`src/rtl/replace_array_arbiter.sv`:
```
// Round-robin arbiter granting single-element replacements into a shared register array.
// Optional macro REPLACE_ARRAY_GRANT_COUNT_EN adds a 16-bit wrapping handshake counter output.
module replace_array_arbiter #(
  parameter int N_REQ  = 4,
  parameter int N_ELEM = 2,
  parameter int ELEM_W = 1,
  parameter int IDX_W  = 1,
  parameter logic [N_ELEM*ELEM_W-1:0] RESET_VALUE = {N_ELEM*ELEM_W{1'b1}}
) (
  input  logic                     CLK,
  input  logic                     RESET,
  input  logic [N_REQ-1:0]         req_valid,
  input  logic [N_REQ*IDX_W-1:0]   req_idx,
  input  logic [N_REQ*ELEM_W-1:0]  req_data,
  output logic [N_REQ-1:0]         req_ready,
  input  logic                     freeze,
  output logic [N_ELEM*ELEM_W-1:0] O,
  output logic                     commit_valid,
  output logic [IDX_W-1:0]         commit_idx,
  output logic                     err
`ifdef REPLACE_ARRAY_GRANT_COUNT_EN
  ,
  output logic [15:0]              grant_count
`endif
);

  localparam int PTR_W = (N_REQ > 1) ? $clog2(N_REQ) : 1;

  logic [PTR_W-1:0]          r_ptr;
  logic                      r_pend_valid;
  logic [IDX_W-1:0]          r_pend_idx;
  logic [ELEM_W-1:0]         r_pend_data;
  logic [N_ELEM*ELEM_W-1:0]  r_arr;
  logic                      r_commit_valid;
  logic [IDX_W-1:0]          r_commit_idx;
  logic                      r_err;

  logic [2*N_REQ-1:0]        w_dbl;
  logic [PTR_W:0]            w_sum;
  logic                      w_hs;
  logic [PTR_W-1:0]          w_grant_id;
  logic [PTR_W-1:0]          w_ptr_nxt;
  logic [N_REQ-1:0]          w_grant;
  logic [IDX_W-1:0]          w_sel_idx;
  logic [ELEM_W-1:0]         w_sel_data;
  logic                      w_in_range;

  // Rotate the request vector so bit 0 is the requester at the pointer.
  assign w_dbl = {req_valid, req_valid} >> r_ptr;

  always_comb begin
    w_hs       = 1'b0;
    w_sum      = '0;
    w_grant_id = '0;
    w_grant    = '0;
    if (!freeze && !RESET) begin
      for (int k = 0; k < N_REQ; k++) begin
        if (!w_hs && w_dbl[k]) begin
          w_hs  = 1'b1;
          w_sum = {1'b0, r_ptr} + (PTR_W+1)'(k);
        end
      end
    end
    if (w_sum >= (PTR_W+1)'(N_REQ)) w_sum = w_sum - (PTR_W+1)'(N_REQ);
    w_grant_id = w_sum[PTR_W-1:0];
    if (w_hs) w_grant = N_REQ'(1) << w_grant_id;
  end

  always_comb begin
    w_sel_idx  = '0;
    w_sel_data = '0;
    for (int i = 0; i < N_REQ; i++) begin
      if (w_grant[i]) begin
        w_sel_idx  = req_idx[i*IDX_W +: IDX_W];
        w_sel_data = req_data[i*ELEM_W +: ELEM_W];
      end
    end
  end

  assign w_ptr_nxt  = (w_grant_id == PTR_W'(N_REQ-1)) ? '0 : w_grant_id + 1'b1;
  assign w_in_range = (int'(r_pend_idx) < N_ELEM);

  always_ff @(posedge CLK) begin
    if (RESET) begin
      r_ptr          <= '0;
      r_pend_valid   <= 1'b0;
      r_pend_idx     <= '0;
      r_pend_data    <= '0;
      r_arr          <= RESET_VALUE;
      r_commit_valid <= 1'b0;
      r_commit_idx   <= '0;
      r_err          <= 1'b0;
    end else begin
      r_pend_valid   <= w_hs;
      r_commit_valid <= 1'b0;
      if (w_hs) begin
        r_ptr       <= w_ptr_nxt;
        r_pend_idx  <= w_sel_idx;
        r_pend_data <= w_sel_data;
      end
      // Retire the previously captured write; a new capture may happen in the same edge.
      if (r_pend_valid) begin
        if (w_in_range) begin
          for (int e = 0; e < N_ELEM; e++) begin
            if (int'(r_pend_idx) == e) r_arr[e*ELEM_W +: ELEM_W] <= r_pend_data;
          end
          r_commit_valid <= 1'b1;
          r_commit_idx   <= r_pend_idx;
        end else begin
          r_err <= 1'b1;
        end
      end
    end
  end

`ifdef REPLACE_ARRAY_GRANT_COUNT_EN
  logic [15:0] r_grant_count;

  always_ff @(posedge CLK) begin
    if (RESET)     r_grant_count <= '0;
    else if (w_hs) r_grant_count <= r_grant_count + 16'd1;
  end

  assign grant_count = r_grant_count;
`endif

  assign req_ready    = w_grant;
  assign O            = r_arr;
  assign commit_valid = r_commit_valid;
  assign commit_idx   = r_commit_idx;
  assign err          = r_err;

endmodule

```
`config.mk`:
```
export PLATFORM = sky130hd
export DESIGN_NAME = replace_array_arbiter
export DESIGN_NICKNAME = d
export VERILOG_FILES = /design/src/rtl/replace_array_arbiter.sv
export SDC_FILE = /design/constraint.sdc
export NUM_CORES = 1
export LEC_CHECK = 0
export ABC_CLOCK_PERIOD_IN_PS = 4800
export CELL_PAD_IN_SITES_DETAIL_PLACEMENT = 1
export CELL_PAD_IN_SITES_GLOBAL_PLACEMENT = 2
export CORE_MARGIN = 2
export CORE_UTILIZATION = 25
export DETAILED_ROUTE_END_ITERATION = 16
export PLACE_DENSITY_LB_ADDON = 0.1
export SYNTH_ARGS = -nofsm -noshare
export SYNTH_HDL_FRONTEND = slang
export SYNTH_SLANG_ARGS = --single-unit
```
`constraint.sdc`:
```
create_clock -name CLK -period 4.8 [get_ports CLK]
set_input_delay 1.44 -clock CLK [delete_from_list [all_inputs] [get_ports CLK]]
set_output_delay 1.44 -clock CLK [all_outputs]
set_load 0.05 [all_outputs]
```
* After elaboration in Yosys (flattened, before gate mapping)
Index checks and enable logic that the tools add are counted.
** Operators by class
- Add/sub/neg operators :: 5
- Multipliers :: 0
- Div/mod/pow operators :: 0
- Order comparisons :: 1
- Equal/unequal tests :: 1
- Shift-type cells :: 2
- Mux-type cells :: 25
- Bitwise logic cells :: 1
- Reduce and logical (&&, ||, !) cells :: 11
** Operators with widths (number)
- two-way mux 1 bit :: 17
- two-way mux 3 bit :: 4
- right shift 8 x 2 -> 4 bit :: 1
- adder 2 x 2 -> 3 bit (second input constant) :: 2
- two-way mux 2 bit :: 3
- logical NOT 1 bit :: 5
- logical AND 1 bit :: 4
- two-way mux 4 bit :: 1
- AND reduction 2 bit :: 2
- left shift 1 x 2 -> 4 bit (first input constant) :: 1
- adder 2 x 1 -> 3 bit (second input constant) :: 1
- greater-or-equal comparator 3 bit (second input constant) :: 1
- adder 2 x 1 -> 2 bit (second input constant) :: 1
- == test 2 bit (second input constant) :: 1
- subtractor 2 x 1 -> 2 bit (second input constant) :: 1
- NOT 1 bit :: 1
** Storage, ports and cells
- Register bits after elaboration :: 9
- Bits in latches :: 0
- Memory bits (writable) :: 0
- Memory bits (read-only) :: 0
- Bits of input ports :: 15
- Output and inout port bits :: 9
- Logic and storage cells :: 54
- Memories kept :: 0

* Logic depth before layout (Yosys ltp)
- Word-level depth :: 23
- Mapped depth :: 8
- Depth with buffers taken out :: 8

* Worst setup path after synthesis
OpenSTA, ideal clock, no wires.
- Path type :: input to output
- Start point :: input req_valid[2]
- End point :: output req_ready[2]
- Arrival time :: 2.789 ns
- Required time :: 3.360 ns
- Setup slack :: 0.571 ns
- Cell stages on the path :: 6
- Path buffers :: 0
- Cell sequence :: nor4_4 > nand2b_4 > inv_2 > o211ai_1 > ha_1 > and2_1
** On the way
- Longest elaborated chain between the ends :: 19
- Elaborated cells on any way between the ends :: 25
- Those cells by class :: add/sub (1); order compare (1); shift (2); mux (15); reduce/logical (6)
** RTL lines
- from (decl) :: line 12 : input logic [N_REQ-1:0] req_valid,
- right shift 8 x 2 -> 4 bit (*) :: line 49 : assign w_dbl = {req_valid, req_valid} >> r_ptr;
- two-way mux 1 bit :: line 58 : if (!w_hs && w_dbl[k]) begin
- two-way mux 1 bit :: line 56 : if (!freeze && !RESET) begin
- logical NOT 1 bit :: line 58
- logical AND 1 bit :: line 58
- two-way mux 1 bit :: line 58
- two-way mux 1 bit :: line 56
- logical NOT 1 bit :: line 58
- [... 3 more ...]
- logical NOT 1 bit :: line 58
- logical AND 1 bit :: line 58
- two-way mux 3 bit :: line 58
- two-way mux 3 bit :: line 56
- greater-or-equal comparator 3 bit or subtractor 2 x 1 -> 2 bit (tied branches) :: line 64 : if (w_sum >= (PTR_W+1)'(N_REQ)) w_sum = w_sum - (PTR_W+1)'(N_REQ);
- two-way mux 2 bit :: line 64
- left shift 1 x 2 -> 4 bit :: line 66 : if (w_hs) w_grant = N_REQ'(1) << w_grant_id;
- two-way mux 4 bit (*) :: line 66
- to (decl) :: line 15 : output logic [N_REQ-1:0] req_ready,
Every way passes the cells marked *; elsewhere a longest branch is shown, timed or not. The select of a mux whose other input is x is not followed.

* Worst setup path after layout
- Start point :: input req_valid[1]
- End point :: output req_ready[3]
The elaborated chain is that of the path after synthesis.

==> metrics.txt <==
outcome=complete, no violations; Final min period=~4700 ps; via density per instance=between 4 and 5; Crit Path Max Fanout=5; Layout area overhead=66.7%; crit path cell chain=clkdlybuf4s50_1 -> inv_1 -> a221oi_1 -> buf_4 -> o211a_1 -> ha_1 -> and2_1 -> buf_12; clk sinks=9; Synth area leader=dfxtp_1; Post-DP HPWL=about 1.4 mm; Starting Density=around a quarter; global placement routability congestion=between 0.7 and 0.8; fraction of registers with async set/reset=0%; Chip Height=54.4 um; number of global-route vias before repair=634; Post-Syn Instances=between 70 and 80; warnings from Yosys=0; die area=2960 um^2; Fmax=0.214 GHz; initial antenna violation count=0; CORE AREA=~2400 um^2; top_reg_cell synth=dfxtp_1; CTS HTree Levels=1; drt drc=0; worst reg-to-reg path cell count=9; Setup Viol. Count Final=0; Pleak=approximately 0.47 nW; CP max stage cell=clkdlybuf4s50_1; area share of the largest cell type after synthesis=between 20% and 30%; CP required=around 3400 ps; internal power component=0.000144 W; IO buf count=22; Final TNS setup=0 ps; Max clock buf depth=2; Initial DRT Pass Iterations=3; die width=between 50 and 60 um; switch share=around 30%; clock root cell=clkbuf_4; mean post-synth cell area=about 8.7 um^2; gr ovfl total=0; syn_nets=about 90; Max VDD drop=a little over 90 uV; arrival time worst endpoint=3240 ps; largest net degree at the start of global routing=9; Cell Area, Synth=approximately 630 um^2; Yosys reg bits=9; Routed wire per std cell=roughly 12 um; fin cells=140; clock skew=between 1 and 1.5 ps; fin nets=130; pre-CTS WS=about 34 ps; first-pass GRT wire length=approximately 2.7 mm; Clock Latency Late Sink=260 ps; startpoint types=input pin; max-slew violations=0; CTS clk-pin slew, worst paths=about 60 ps; Crit. End Element=output port; fin crit share=97.5%; CTS tree=built; hold depth=2; maxcap violations=0; antenna-violating nets left=0; gr usage total=13.1%; WS Path Type=in2out; sequential area share after synthesis=28.4%; placed cell count=~140; Psw=approximately 0.00006 W; number of synthesized flops with an enable pin=0; RSZ-0062 raised after global routing=no; pwr dens=194 nW/um^2; Logic pwr share=between 30 and 40%; setup ws final=between 100 and 150 ps; ant diodes=0; Yosys cell types=30; Sequential Power Share=slightly above 40%; HP Class=reg2reg; CP max stage delay=around 540 ps; utilization after layout=a little over two fifths; routed via count=670; endpoints failing hold=0; largest cells by area after synthesis=dfxtp_1 28%, ha_1 7.9%, a221oi_1 5.5%; CTS buffer count=3; Ports=24; Post-Route WL=approximately 1.7 mm; Starting DRT DRC Count=3; Clock Power Share=28.1%; layout cells sized above 1=22.7%; Row Count=18
==> worst paths after layout <==
path | startpoint | to | slack (ps)
setup / recovery | req_valid[1] | req_ready[3] | 120
setup reg to reg | r_ptr[0] | r_pend_data | 2430
hold / removal | O[1] | O[1] | 470
hold reg to reg | O[1] | O[1] | 470
==> registers in the layout, summed over array words and instances, names as in the netlist <==
signal	count
r_pend_data	1
r_pend_valid	1
commit_idx	1
r_ptr	2
O	2
commit_valid	1
r_pend_idx	1
==> synth_stat cells, drive strengths merged, types with 2 or more instances <==
cell and number:
a2111oi 2, nor2 3, o21ai 3, nor3b 2, a221oi 4, ha 4
nand3b 2, a21oi 4, nand2b 3, o211a 2, and2 4, o211ai 4
nand2 3, inv 9, dfxtp 9, nand3 2, nor2b 2
==> metal layers <==
layer	global-route usage, %	routed length (um)
met4	6.25	25
met2	19.9	776
met5	0	0
met1	17.1	829
met3	3.28	94
==> layout by cell type (no fill, tap or decap), drive strengths merged <==
cell,Yosys,layout
nand3b,2,2
a221o,1,1
clkdlybuf4s50,0,15
a21oi,4,4
o21bai,1,1
and3b,1,1
o311ai,1,1
nand2b,3,3
dfxtp,9,9
ha,4,4
inv,9,9
nor4,1,1
o41ai,1,1
nor3b,2,2
nor2,3,3
o21ai,3,3
nor4bb,1,1
and4bb,1,1
buf,1,16
o211ai,4,4
nand2,3,3
and2,4,4
clkbuf,0,4
conb,1,1
o31ai,1,1
a2111oi,2,2
nor2b,2,2
nand3,2,2
a221oi,4,4
dlymetal6s2s,0,3
o211a,2,2
==> layout make-up <==
cell class,count,area [um^2]
fillers,293,1380
clock buffers,4,26.3
repair buffers,34,358
inverters,9,33.8
flip-flops and latches,9,180
multi-input cells,54,422
well taps,30,37.5
==> timing repair <==
item                       4_1_cts  5_1_grt
hold buffers                     0        0
resized for setup                0        5
setup endpoints to repair        0        4
setup buffers                    0        1
==> logic make-up (layout without fill, tap and decap cells) <==
family	after synthesis	after routing	synth area share (%)
AND/OR/NAND/NOR	25	25	28.2
AO/OA/AOI/OAI	24	24	28.4
buffers and inverters	10	47	6.51
flip-flops	9	9	28.4
adder cells (fa/ha/maj)	4	4	7.89
other	1	1	0.591
==> metrics by stage <==
step	hold WS, ps	area, um^2	total power (W)
detailed placement	466	1010	0.000148
CTS	478	1030	0.000207
floorplan	474	634	0.000115
global placement	453	1010	0.000148
finish	469	1060	0.000205
global route	500	1060	0.000219
==> power by group through the flow <==
stage          Combinational, W  Sequential (W)  Clock [W]
2_1_floorplan         0.0000257       0.0000890          0
4_1_cts               0.0000637       0.0000835  0.0000598
5_1_grt               0.0000689       0.0000842  0.0000659
6_report              0.0000636       0.0000836  0.0000576
3_3_place_gp          0.0000630       0.0000850          0
3_5_place_dp          0.0000633       0.0000850          0
==> critical path: cells and delay by family <==
| kind | cells | cell delay (ps) |
|---|---|---|
| AOI/OAI and AO/OA | 2 | 490 |
| adders and majority gates | 1 | 190 |
| buffers and inverters | 4 | 920 |
| and+or+nand+nor | 1 | 180 |
No activity file was read; power rests on OpenSTA's default activity.
==> variant (same flow settings) <==
Change the parameter `N_REQ` from 4 to 8.
--- a/src/rtl/replace_array_arbiter.sv
+++ b/src/rtl/replace_array_arbiter.sv
@@ -2,5 +2,5 @@
 // Optional macro REPLACE_ARRAY_GRANT_COUNT_EN adds a 16-bit wrapping handshake counter output.
 module replace_array_arbiter #(
-  parameter int N_REQ  = 4,
+  parameter int N_REQ  = 8,
   parameter int N_ELEM = 2,
   parameter int ELEM_W = 1,
Ports: changed (resized req_data, req_idx, req_ready and req_valid); port bits go from 24 to 40. The function was not compared with the original's and may differ.
==> variant against the original RTL <==
- the run now ends with negative setup slack left
- sequential cell count rose by 1
- worst setup slack worse by 820 ps
- power grew 150%
- die area grew to 2.5 times the old value
- routed wire length rose to 3.6 times the old value
- count of clock-buffer cells in the layout is 1 lower
- clock skew grew 1.0 ps
- clock power is 42% higher
- design area increased to 2.7 times the old value
- synthesized area rose to 2.6 times the old value
- largest cell class unchanged
==> variant: results (changes against the original RTL) <==
- Status: finished, violations left
- Failing checks: negative setup slack
- Post-synthesis xor/xnor area fraction: 0.01042 (+0.01042)
- Post-DP HPWL: 5.071 mm (+260%)
- Most frequent cell after synthesis: mux2i_1
- Nets: 312 (+140%)
- First-pass GRT wire length: 10.25 mm (+270%)
- Root buf cell: clkbuf_8
- RD Place Congestion: 0.9145 (+18%)
- Via count: 1914 (+190%)
- Leak Pwr: 1.084 nW (+130%)
- Crit-path leading delay family: multiplexers
- Crit-path max cell delay: 490 ps (-50 ps)
- Pin count of the biggest net entering global routing: 16 (+7)
- Ys Warns: 0 (unchanged)
- Clock Tree Buf Depth: 2 (unchanged)
- Routed wl met2: 3.025 mm (+290%)
- Vias in the first global route: 2007 (+220%)
- Multiplexer share of the synthesized area: 0.2427 (+0.2427)
- Worst R2R Setup Slack: 600 ps (-1830 ps)
- RR Endpoint: r_pend_idx
- IO Port Bufs: 38 (+73%)
- Reg2Reg Launch Point: r_ptr[1]
- Metal-1 WL: 3.012 mm (+260%)
- Slowest CP cell: mux4_2
- Final setup fails: 8 (+8)
- Fillers: 738 (+150%)
- Yosys cell types: 62 (+110%)
- Worst IR Drop VDD: 0.00006582 V (-28%)
- Crit. Startpoint: req_valid[2]
- DR pass1 iterations: 4 (+1)
- Routed length on met3: 200 microns (+110%)
- Post-Syn Nets: 224 (+140%)
- CP Data Arrival Time: 4060 ps (+820 ps)
- 1st-iter DRT viols: 62 (+59)
- Crit path setup slack, layout: -696.6 ps (-818.9 ps)
- Post-Synth Adder-Cell Area: 0.05957 (-0.01933)
- Register area share after synthesis: 0.1191 (-0.1649)
- Share of post-route cells with drive strength above 1: 0.4764 (+0.2491)
- Tot GR Track Use: 0.1717 (+0.04111)
- Most instantiated cells after synthesis: 13 x mux2i_1, 12 x nor2_1, 11 x inv_1
- Top cells by area, synth: dfxtp_1 12%, mux4_2 8.0%, mux2i_1 7.7%
- Path depth of the worst reg2reg path: 17 (+8)
- Clock latency at the later pin of the worst-skew pair: 230 ps (-30 ps)
- Clk slew on worst S/H paths: 40 ps (-20 ps)
- Worst Tran Pin Value: 529.2 ps
- Drt wl/cell: 17.83 microns (+45%)
## variant: per-stage QoR
step | area (sq um) | instances | setup TNS [ps] | setup WS, ps
after floorplan | 1748 | 189 | -3118 | -473.0
final | 2820 | 352 | -5021 | -696.6
after detailed placement | 2610 | 345 | -10360 | -1177
after global routing | 2820 | 352 | -6010 | -826.3
after CTS | 2718 | 350 | -5285 | -752.2
after global placement | 2610 | 345 | -9828 | -1111
## variant: metal layers
metal  global-route usage  vias up
met5                    0        -
met4              0.03319        0
met3              0.01251        4
met2               0.2840       41
met1               0.2453      955
li1                     -      914
## variant: repair_timing
action,4_1_cts,5_1_grt
pin swaps,6,2
gates resized for setup,61,16
gates cloned,0,0
setup buffers,2,2
setup endpoints to repair,10,10
## variant: final cells by class
cell class	instances	area, sq um	share of cell area
timing repair buffer	95	904.6	0.3208
inverter	12	47.55	0.01686
sequential	10	200.2	0.07099
clock buffer	3	41.29	0.01464
multi-input combinational	155	1530	0.5426
tap	77	96.34	0.03416
## variant: kinds of logic after synthesis
family / after synthesis
compound gates: 61
simple gates: 56
mux: 27
buf+inv: 24
flops: 10
fa+ha+maj: 8
xor+xnor: 2
other cells: 1
## variant: worst min-delay path by stage
stage	startpoint	to	slack (ps)	cells past startpoint
floorplan	r_pend_data	O[0]	440	1
global placement	O[1]	O[1]	460	1
detailed placement	O[1]	O[1]	460	1
CTS	commit_idx	commit_idx	470	2
global route	commit_idx	commit_idx	490	2
finish	commit_idx	commit_idx	470	2
## variant: report_power, final
part	internal (W)	leakage, nW	total, W	switching (W)
clock	0.0000544	0.0216	0.0000819	0.0000274
sequential	0.0000877	0.0820	0.0000942	0.00000644
combinational	0.000170	0.980	0.000329	0.000159
